## src/rtl/cc_pkg.sv

```systemverilog
// Shared types and width helpers for the cache refill controller.
//   cc_refill_state_t : refill sequencer states
//   cc_beat_w/off_w/tag_w : widths derived from the cache geometry
package cc_pkg;

  typedef enum logic [2:0] {
    ST_IDLE,
    ST_SEL,
    ST_REQ,
    ST_FILL,
    ST_UPD,
    ST_DONE
  } cc_refill_state_t;

  // Beat-position width within a line.
  function automatic int unsigned cc_beat_w(input int unsigned beats);
    return $clog2(beats);
  endfunction

  // Line byte-offset width.
  function automatic int unsigned cc_off_w(input int unsigned beats, input int unsigned data_w);
    return $clog2(beats * data_w / 8);
  endfunction

  // Tag width left over after index and offset.
  function automatic int unsigned cc_tag_w(input int unsigned addr_w, input int unsigned index_w,
                                           input int unsigned off_w);
    return addr_w - index_w - off_w;
  endfunction

endpackage

```

## src/rtl/cc_refill_ctrl.sv

```systemverilog
// Miss/refill sequencer for the 2-way set-associative cache.
// Picks a victim way (invalid first, else the LFSR way), bursts the line in
// from memory writing each beat to the data array, then writes tag/valid and
// acknowledges the miss.
// Ports:
//   miss_req_i/miss_addr_i/miss_ack_o : lookup pipeline request/ack
//   valid0_i/valid1_i                 : valid bits of both ways at the miss index
//   way_rand_i/way_update_o           : LFSR way selector interface
//   mem_ar*/mem_r*                    : memory burst read port
//   wr_*                              : data-array write port
//   tag_wr_o/tag_o                    : tag-array write port
//   busy_o/err_o                      : status (err_o sticky until reset)
module cc_refill_ctrl
  import cc_pkg::*;
#(
  parameter int unsigned ADDR_W  = 32,
  parameter int unsigned DATA_W  = 32,
  parameter int unsigned BEATS   = 4,
  parameter int unsigned INDEX_W = 6
) (
  input  logic                              clk,
  input  logic                              rst_n,
  input  logic                              miss_req_i,
  input  logic [ADDR_W-1:0]                 miss_addr_i,
  output logic                              miss_ack_o,
  input  logic                              valid0_i,
  input  logic                              valid1_i,
  input  logic                              way_rand_i,
  output logic                              way_update_o,
  output logic                              mem_arvalid_o,
  input  logic                              mem_arready_i,
  output logic [ADDR_W-1:0]                 mem_araddr_o,
  input  logic                              mem_rvalid_i,
  input  logic [DATA_W-1:0]                 mem_rdata_i,
  input  logic                              mem_rlast_i,
  output logic                              mem_rready_o,
  output logic                              wr_en_o,
  output logic                              wr_way_o,
  output logic [INDEX_W-1:0]                wr_index_o,
  output logic [$clog2(BEATS)-1:0]          wr_beat_o,
  output logic [DATA_W-1:0]                 wr_data_o,
  output logic                              tag_wr_o,
  output logic [ADDR_W-INDEX_W-$clog2(BEATS*DATA_W/8)-1:0] tag_o,
  output logic                              busy_o,
  output logic                              err_o
);

  localparam int unsigned BEAT_W = cc_beat_w(BEATS);
  localparam int unsigned OFF_W  = cc_off_w(BEATS, DATA_W);
  localparam int unsigned TAG_W  = cc_tag_w(ADDR_W, INDEX_W, OFF_W);
  localparam logic [ADDR_W-1:0] LINE_MASK = ~ADDR_W'((64'd1 << OFF_W) - 64'd1);

  cc_refill_state_t    state_q, state_d;
  logic [BEAT_W-1:0]   cnt_q, cnt_d;
  logic                err_q, err_d;
  logic                way_q, way_d;
  logic [ADDR_W-1:0]   addr_q, addr_d;
  logic                last_beat;

  assign last_beat = (cnt_q == BEAT_W'(BEATS - 1));

  // State and datapath registers.
  always_ff @(posedge clk or negedge rst_n) begin
    if (!rst_n) begin
      state_q <= ST_IDLE;
      cnt_q   <= '0;
      err_q   <= 1'b0;
      way_q   <= 1'b0;
      addr_q  <= '0;
    end else begin
      state_q <= state_d;
      cnt_q   <= cnt_d;
      err_q   <= err_d;
      way_q   <= way_d;
      addr_q  <= addr_d;
    end
  end

  // Next-state and output decode.
  always_comb begin
    state_d       = state_q;
    cnt_d         = cnt_q;
    err_d         = err_q;
    way_d         = way_q;
    addr_d        = addr_q;
    miss_ack_o    = 1'b0;
    way_update_o  = 1'b0;
    mem_arvalid_o = 1'b0;
    mem_rready_o  = 1'b0;
    wr_en_o       = 1'b0;
    tag_wr_o      = 1'b0;

    case (state_q)
      ST_IDLE: begin
        if (miss_req_i) begin
          addr_d  = miss_addr_i & LINE_MASK;
          state_d = ST_SEL;
        end
      end
      ST_SEL: begin
        // Invalid way wins; the LFSR only advances when it was consulted.
        if (!valid0_i) begin
          way_d = 1'b0;
        end else if (!valid1_i) begin
          way_d = 1'b1;
        end else begin
          way_d        = way_rand_i;
          way_update_o = 1'b1;
        end
        state_d = ST_REQ;
      end
      ST_REQ: begin
        mem_arvalid_o = 1'b1;
        if (mem_arready_i) state_d = ST_FILL;
      end
      ST_FILL: begin
        mem_rready_o = 1'b1;
        if (mem_rvalid_i) begin
          wr_en_o = 1'b1;
          // The beat count ends the burst; rlast is only cross-checked.
          if (mem_rlast_i != last_beat) err_d = 1'b1;
          if (last_beat) begin
            cnt_d   = '0;
            state_d = ST_UPD;
          end else begin
            cnt_d = cnt_q + BEAT_W'(1);
          end
        end
      end
      ST_UPD: begin
        tag_wr_o = 1'b1;
        state_d  = ST_DONE;
      end
      ST_DONE: begin
        miss_ack_o = 1'b1;
        state_d    = ST_IDLE;
      end
      default: state_d = ST_IDLE;
    endcase
  end

  assign mem_araddr_o = addr_q;
  assign wr_way_o     = way_q;
  assign wr_index_o   = addr_q[OFF_W +: INDEX_W];
  assign wr_beat_o    = cnt_q;
  assign wr_data_o    = wr_en_o ? mem_rdata_i : '0;
  assign tag_o        = addr_q[ADDR_W-1 -: TAG_W];
  assign busy_o       = (state_q != ST_IDLE);
  assign err_o        = err_q;

endmodule

```

## config.mk

```make
export PLATFORM = sky130hd
export DESIGN_NAME = cc_refill_ctrl
export DESIGN_NICKNAME = d
export VERILOG_FILES = /design/src/rtl/cc_pkg.sv /design/src/rtl/cc_refill_ctrl.sv
export SDC_FILE = /design/constraint.sdc
export NUM_CORES = 1
export LEC_CHECK = 0
export ABC_AREA = 1
export CAP_MARGIN = 20
export CORE_AREA = 2 2 88 90
export CTS_CLUSTER_DIAMETER = 50
export CTS_CLUSTER_SIZE = 12
export DETAILED_ROUTE_END_ITERATION = 10
export DIE_AREA = 0 0 90 92
export PLACE_DENSITY = 0.86
export SLEW_MARGIN = 10
export SYNTH_ARGS = -nofsm -noshare
export SYNTH_HDL_FRONTEND = slang
export SYNTH_SLANG_ARGS = --single-unit
```

## constraint.sdc

```tcl
create_clock -name clk -period 1.4 [get_ports clk]
set_clock_uncertainty 0.2 [all_clocks]
set_input_delay 0.28 -clock clk [delete_from_list [all_inputs] [get_ports clk]]
set_output_delay 0.28 -clock clk [all_outputs]
set_load 0.1 [all_outputs]
```

== Yosys cells after proc, flatten, opt, wreduce, memory -nomap -nowiden ==
Cells that the tools add are included.

* Word-level logic and storage cells: 41
* Bits in registers: 35
* Bits in read-only memories: 0
* Memories kept: 0
* RAM bits: 0
* Output and inout bits: 103
* Latch bits: 0
* Input bits: 73

* $lt $le $gt $ge: 0
* Shift operators: 0
* Multiplexer cells: 18
* Divide/modulo/power cells: 0
* Reductions and logical operators: 6
* Multipliers: 0
* Bitwise gates (word level): 0
* Add/sub/neg operators: 1
* Eq/ne operators: 11

{| class="wikitable"
|+ Operators with widths
! cell !! number
|-
| $mux 32 || 1
|-
| $pmux 3 s5 || 1
|-
| $mux 3 || 4
|-
| $mux 1 || 11
|-
| $ne 2x2->1 const B || 4
|-
| $eq 3x2->1 const B || 2
|-
| $eq 3x3->1 const B || 2
|-
| $reduce_and 2->1 || 2
|-
| $reduce_and 4->1 || 1
|-
| $eq 3x1->1 const B || 1
|-
| $logic_not 3->1 || 1
|-
| $reduce_and 3->1 || 1
|-
| $reduce_bool 3->1 || 1
|-
| $add 2x1->2 const B || 1
|-
| $eq 2x2->1 const B || 1
|-
| $mux 2 || 1
|-
| $ne 1x1->1 || 1
|}

== Depth between registers and ports, before layout ==
Gate-level depths: netlist of run 1.

* Word-level depth: 4
* Depth in mapped cells: 6
* Depth with buffers taken out: 6

== Worst setup path after synthesis of run 1 ==
No wires, ideal clock.

* Kind: reg-to-output
* From: register state_q[1]
* To: output wr_data_o[0]
* Required time: 0.920 ns
* Arrival time: 2.670 ns
* Setup slack: -1.750 ns
* Path buffers: 1
* Stages on the path, launching flop included: 6
* Cell sequence: dfrtp_1 > nand2_1 > nor2_4 > nand2_4 > buf_6 > nor2_1

* Cells in the longest elaborated chain, start to end: 3

{| class="wikitable"
|+ RTL lines
! item !! RTL line !! RTL
|-
| start: declaration || cc_refill_ctrl.sv:53 || <nowiki>cc_refill_state_t state_q, state_d;</nowiki>
|-
| start signal: assignment || cc_refill_ctrl.sv:71 || <nowiki>state_q <= state_d;</nowiki>
|-
| $eq 3x2->1 || cc_refill_ctrl.sv:93 || <nowiki>case (state_q)</nowiki>
|-
| $mux 1 || cc_refill_ctrl.sv:93 ||
|-
| $mux 32 || cc_refill_ctrl.sv:146 || <nowiki>assign wr_data_o = wr_en_o ? mem_rdata_i : '0;</nowiki>
|-
| end: declaration || cc_refill_ctrl.sv:41 || <nowiki>output logic [DATA_W-1:0] wr_data_o,</nowiki>
|}

Every way passes these cells.

== Worst setup path in the final report of run 1 ==
* From: register state_q[0]
* To: output wr_data_o[0]

The elaborated chain is that of the path after synthesis.

==> results of run 1 <==
area by class of cell:
type	instances	area [µm²]	area share
Tap cell	102	128	0.0225
Clock buffer	7	96.3	0.0169
Multi-Input combinational cell	133	1040	0.183
Sequential cell	35	987	0.174
Inverter	72	285	0.0502
Timing Repair Buffer	205	3140	0.553
Clock inverter	1	7.51	0.00132
per-stage QoR:
stage | std cells | util | hold WS (ns) | area (µm²)
floorplan | 281 | - | -0.216 | 2660
global placement | 530 | 0.697 | 0.0449 | 5190
detailed placement | 530 | 0.697 | 0.0483 | 5190
CTS | 550 | 0.749 | 0.281 | 5580
global route | 555 | 0.763 | 0.301 | 5680
finish | 555 | 0.763 | 0.281 | 5680
worst max-delay path, stage by stage, from the launching register on:
cell,delay (ns)
dfrtp_2,0.40
nand2_4,0.07
nor2_4,0.12
nand2_4,0.11
buf_12,0.18
nor2_4,0.14
buf_12,0.18
cells by family after synthesis:
| kind of cell | Yosys count | share of synthesized area |
|---|---|---|
| AND/OR/NAND/NOR | 92 | 0.177 |
| buffers and inverters | 113 | 0.283 |
| other | 1 | 0.00175 |
| XOR/XNOR | 1 | 0.00410 |
| flip-flops | 35 | 0.410 |
| adder cells (fa/ha/maj) | 1 | 0.00585 |
| AO/OA/AOI/OAI | 35 | 0.118 |
worst min-delay path by stage:
stage | endpoint | startpoint | slack, ns
after global routing | mem_araddr_o[31]$_DFFE_PN0P_ | rst_n | 0.30
after CTS | mem_araddr_o[8]$_DFFE_PN0P_ | rst_n | 0.28
after global placement | mem_araddr_o[8]$_DFFE_PN0P_ | rst_n | 0.04
final | mem_araddr_o[31]$_DFFE_PN0P_ | rst_n | 0.28
after detailed placement | mem_araddr_o[8]$_DFFE_PN0P_ | rst_n | 0.05
after floorplan | err_o$_DFFE_PN0P_ | rst_n | -0.22
synthesized netlist by cell type, drive strengths merged:
| cell type | n |
|---|---|
| a21oi | 2 |
| buf | 41 |
| conb | 1 |
| dfrtp | 35 |
| ha | 1 |
| inv | 72 |
| nand2 | 45 |
| nand3 | 5 |
| nor2 | 39 |
| nor3 | 3 |
| o21ai | 32 |
| o21bai | 1 |
| xnor2 | 1 |
registers in the layout, indices dropped and copies added (netlist names):
register and count:
err_o 1, mem_araddr_o 28, wr_way_o 1, wr_beat_o 2
state_q 3
metal layers:
| metal | share of wire | GRT usage |
|---|---|---|
| met1 | 0.35 | 0.222 |
| met2 | 0.58 | 0.386 |
| met3 | 0.057 | 0.0509 |
| met4 | 0.017 | 0.0538 |
| met5 | 0 | 0 |
what timing repair did:
action	CTS	global route
endpoints found under the setup margin	129	130
resized for setup	26	17
pin swaps	4	2
gates cloned	5	0
hold buffers	1	0
buffers inserted	6	5
endpoints found under the hold margin	35	0
==> metrics.log, run 1 <==
[metrics] result of the run: finished with violations
[metrics] violated checks: setup timing
[metrics] post-detailed-placement half-perimeter wirelength: 6270 µm
[metrics] maximum root-to-sink buffer count: 2
[metrics] # port buffers: 167
[metrics] Placeable Area: 0.00745 mm²
[metrics] latest clock arrival within the worst-skew pair: 0.28 ns
[metrics] Detailed Route WL: 8260 µm
[metrics] ports placed on the boundary: 176
[metrics] share of layout cells above drive strength 1: 0.561
[metrics] fraction of post-synthesis cell area in the top cell type by area: 0.410
[metrics] CTS tree: done
[metrics] Register-to-Register Path Depth: 9
[metrics] most area-hungry cell type in the Yosys netlist: dfrtp_1
[metrics] largest net degree at the start of global routing: 21
[metrics] register area share after synthesis: 0.410
[metrics] antenna violations before repair: 0
[metrics] CP startpoint: state_q[0]$_DFFE_PN0P_
[metrics] vias per std cell: 4.16
[metrics] cell count after synthesis: 278
[metrics] arrival time reported for the critical path endpoint: 1.48 ns
[metrics] ANT cells: 0
[metrics] hold crit path type: input pin to asynchronous set/reset pin
[metrics] cell types with the largest area share after synthesis: dfrtp_1 (41%), inv_1 (12%), buf_4 (11%)
[metrics] reg2reg start: state_q[1]$_DFFE_PN0P_
[metrics] commonest cells after routing, fill and taps aside: buf_12 (104), inv_1 (68), clkdlybuf4s50_1 (67)
[metrics] CTS sink cnt: 35
[metrics] row count: 32
[metrics] minimum clock period: 1.96 ns
[metrics] x dimension of the die: 90 µm
[metrics] most common cell after layout, fill and taps aside: buf_12
[metrics] number of distinct standard cells referenced by the synthesized netlist: 22
[metrics] kind of end point of the critical path: primary output
[metrics] syn avg cell area: 7.69 µm²
[metrics] RSZ-0062 raised after global routing: true
[metrics] final hold viol count: 0
[metrics] CP required: 0.92 ns
[metrics] smallest setup slack after layout: -0.565 ns
[metrics] Total Neg Setup Slack: -35.15 ns
[metrics] clock tree root buffer cell: clkbuf_8
[metrics] vias in the first global route: 2,467
[metrics] total count of max-transition violations in the final report: 0
[metrics] number of DRC markers in iteration 0: 79
[metrics] Tcrit/Tclk final: 1.40
[metrics] Setup CP Type: register to primary output
[metrics] highest clock frequency the design can meet: 509 MHz
[metrics] clock slew at reported path FFs: 0.08 ns
[metrics] FF-to-FF End: mem_araddr_o[29]$_DFFE_PN0P_
[metrics] iteration count of the initial detailed-routing pass: 4
[metrics] die area: 0.00828 mm²
[metrics] combined global-route utilization of all metal layers: 0.202
[metrics] last weighted congestion value of the routability-driven placer: 0.885
[metrics] worst setup path endpoint: wr_data_o[0]
[metrics] Fill cells: 473
[metrics] Yosys warnings: 0
[metrics] via count: 2,310
[metrics] maximum level of the CTS H-tree: 2
[metrics] post-DR wirelength/cell: 14.9 µm
[metrics] final antenna-violating net count: 0
[metrics] setup slack of the most critical reg-to-reg path: -0.42 ns
[metrics] number of buffers created by CTS: 5
[metrics] first-pass GRT wire length: 13,300 µm
[metrics] max-cap check violation count: 0
[metrics] Area growth, synth to finish: 166%
[metrics] Initial Util: 0.287
[metrics] maximum net fanout on the critical path: 9
[metrics] pre-CTS setup slack: -0.490 ns
[metrics] global route overflow: 0
[metrics] Synth Register Bits: 35
[metrics] Setup-failing EPs final: 129
[metrics] netlist area before placement: 0.00214 mm²
[metrics] startpoint types: register
[metrics] floorplan die height: 92 µm
[metrics] Final #Nets: 526
[metrics] DRC Markers: 0
Power of run 1 is not shown: default switching activity piles up to over one toggle a cycle in this logic, so the estimate is an artifact.
==> run 2, diff against run 1 <==
Settings changed: CTS_CLUSTER_DIAMETER 50 to 40.
==> results of run 2 <==
The final DEF is identical to that of run 1; final timing and power are the same.
Power of run 2 is left out for the same reason.
==> run 3, diff against run 2 <==
Settings changed: ABC_CLOCK_PERIOD_IN_PS from default to 1900, CORE_AREA 2 2 88 90 to 2 2 84 86, DIE_AREA 0 0 90 92 to 0 0 86 88, PLACE_DENSITY 0.86 to 0.89, SLEW_MARGIN 10 to default.
Clock period 1.4 ns to 1.9 ns, I/O delays scaled along.
==> run 3 against run 2 <==
Against the previous run:
- the run still ends with setup timing left
- first-iteration DRC count decreased by 3.8%
- cell count decreased by 7.4%
- critical path depth unchanged
- non-clock buffer count decreased by 19
- die area decreased by 8.6%
- register-to-register slack improved by 0.70 ns
- wire length decreased by 9.7%
- setup slack improved by 0.32 ns
- utilization increased by 3.2 points
- clock-buffer cell count decreased by 2
- cell area decreased by 7.0%
- sequential share of layout area decreased by 0.13 points
- critical path type unchanged
==> metrics.log, run 3 (synthesis gave the netlist of run 1 again) <==
[metrics] first-pass GRT wire length: 11,700 µm (-12%)
[metrics] Area growth, synth to finish: 147%
[metrics] final hold viol count: 0 (unchanged)
[metrics] via count: 2,236 (-3.2%)
[metrics] final standard cell area without fillers: 0.00529 mm² (-7.0%)
[metrics] CP required: 1.32 ns (+0.40 ns)
[metrics] met1 layer wirelength in the final routing: 2480 µm (-13%)
[metrics] Final #Nets: 507 (-3.6%)
[metrics] total count of max-transition violations in the final report: 0 (unchanged)
[metrics] latest clock arrival within the worst-skew pair: 0.28 ns (about the same)
[metrics] ports placed on the boundary: 176 (unchanged)
[metrics] highest clock frequency the design can meet: 466 MHz
[metrics] Setup CP Type: register to primary output
[metrics] antenna violations before repair: 0 (unchanged)
[metrics] max-cap check violation count: 0 (unchanged)
[metrics] global route overflow: 0 (unchanged)
[metrics] Detailed Route WL: 7450 µm (-9.7%)
[metrics] Min-Delay Path Depth: 1
[metrics] x dimension of the die: 86 µm (-4.4%)
[metrics] minimum clock period: 2.14 ns
[metrics] final core area utilization: 0.795 (+0.0322)
[metrics] violated checks: setup timing
[metrics] total length of routed met3 wires: 779 µm (+65%)
[metrics] number of buffers created by CTS: 5 (unchanged)
[metrics] last weighted congestion value of the routability-driven placer: 0.788 (-11%)
[metrics] hold crit path type: register to register
[metrics] maximum level of the CTS H-tree: 2 (unchanged)
[metrics] CTS tree: done
[metrics] final antenna-violating net count: 0 (unchanged)
[metrics] iteration count of the initial detailed-routing pass: 6 (+2)
[metrics] share of layout cells above drive strength 1: 0.507 (-0.0538)
[metrics] wire length on met2: 4140 µm (-14%)
[metrics] vias in the first global route: 2,390 (-3.1%)
[metrics] Setup-failing EPs final: 36 (-72%)
[metrics] FF-to-FF End: mem_araddr_o[25]$_DFFE_PN0P_
[metrics] dpl cells: 498 (-6.0%)
[metrics] post-detailed-placement half-perimeter wirelength: 6090 µm (-2.8%)
[metrics] floorplan die height: 88 µm (-4.3%)
[metrics] Tcrit/Tclk final: 1.13
[metrics] largest net degree at the start of global routing: 36 (+71%)
[metrics] Initial Util: 0.322 (+0.0347)
[metrics] maximum net fanout on the critical path: 7 (-2)
[metrics] most common cell after layout, fill and taps aside: buf_12
[metrics] startpoint types: register
[metrics] RSZ-0062 raised after global routing: true
[metrics] ANT cells: 0 (unchanged)
[metrics] vias per std cell: 4.35 (+4.5%)
[metrics] reg2reg start: state_q[1]$_DFFE_PN0P_
[metrics] number of DRC markers in iteration 0: 76 (-3.8%)
[metrics] DRC Markers: 0 (unchanged)
[metrics] worst hold margin: 0.366 ns (+0.0845 ns)
[metrics] CTS sink cnt: 35 (unchanged)
[metrics] maximum root-to-sink buffer count: 2 (unchanged)
[metrics] # port buffers: 167 (unchanged)
[metrics] result of the run: finished with violations
[metrics] setup slack of the most critical reg-to-reg path: 0.28 ns (+0.70 ns)
[metrics] smallest setup slack after layout: -0.245 ns (+0.320 ns)
[metrics] commonest cells after routing, fill and taps aside: buf_12 (104), inv_1 (69), clkdlybuf4s50_1 (66)
[metrics] Post-Layout Cell Count: 514 (-7.4%)
[metrics] row count: 30 (-6.3%)
[metrics] Register-to-Register Path Depth: 7 (-2)
[metrics] worst-case hold path end point: err_o$_DFFE_PN0P_
[metrics] post-DR wirelength/cell: 14.5 µm (-2.5%)
[metrics] max reg flops: 28 (unchanged)
[metrics] clock slew at reported path FFs: 0.07 ns (about the same)
[metrics] Placeable Area: 0.00664 mm² (-11%)
[metrics] clock tree root buffer cell: clkbuf_8
[metrics] top layer used by detailed routing: met4
[metrics] kind of end point of the critical path: primary output
[metrics] cell area reported after detailed placement: 0.00501 mm² (-3.5%)
[metrics] arrival time reported for the critical path endpoint: 1.56 ns (+0.08 ns)
[metrics] combined global-route utilization of all metal layers: 0.199 (-0.00356)
[metrics] startpoint of the most critical hold path: err_o$_DFFE_PN0P_
[metrics] die area: 0.00757 mm² (-8.6%)
==> run 3: cell types whose count changed in the layout (fill, tap and decap cells not counted), sizes merged <==
cell	change
bufinv	+1
clkdlybuf4s50	-1
clkinv	+2
dlygate4sd2	+1
clkinvlp	-1
buf	-21
==> run 3: worst max-delay path by stage <==
stage / slack [ns] / start / endpoint / depth (start not counted)
after detailed placement: -0.21 / mem_rvalid_i / wr_data_o[22] / 5
after CTS: -0.21 / state_q[1]$_DFFE_PN0P_ / wr_data_o[1] / 6
after floorplan: -0.68 / state_q[1]$_DFFE_PN0P_ / wr_data_o[0] / 5
after global placement: -0.17 / mem_rvalid_i / wr_data_o[15] / 5
final: -0.24 / state_q[1]$_DFFE_PN0P_ / wr_data_o[26] / 6
after global routing: -0.32 / state_q[1]$_DFFE_PN0P_ / wr_data_o[11] / 6
==> run 3: area by class of cell <==
class / count / area [µm²]
inverter: 72 / 275
sequential: 35 / 911
timing repair buffer: 186 / 2920
fill: 376 / 1360
multi-input combinational: 133 / 967
clock inverter: 3 / 43.8
tap: 80 / 100
clock buffer: 5 / 68.8
==> run 3: through the flow <==
stage                     worst slack (ns)  setup TNS, ns
after global routing                -0.321         -10.50
after CTS                           -0.210          -6.29
after floorplan                     -0.682         -23.71
after detailed placement            -0.214          -6.04
after global placement              -0.170          -4.94
final                               -0.245          -7.66
==> run 3: critical path, cell delays in order, from the launching register on <==
cell and delay (ns):
dfrtp_1 0.41, nand2_2 0.10, nor2_4 0.16, nand2_8 0.13
buf_12 0.18, nor2_4 0.12, buf_12 0.18
==> run 3: timing repair <==
| item | 4_1_cts | 5_1_grt |
|---|---|---|
| hold buffers | 1 | 0 |
| hold endpoints to repair | 35 | 0 |
| gates cloned | 1 | 2 |
| endpoints found under the setup margin | 38 | 38 |
| gates resized for setup | 10 | 5 |
| buffers inserted | 2 | 3 |
| pin swaps | 3 | 5 |
==> run 3: layer usage <==
layer,global-route usage,vias up
met1,0.210,1034
met4,0.0361,0
met3,0.0707,8
li1,-,1076
met2,0.381,118
met5,0,-
Power of run 3 is left out for the same reason.
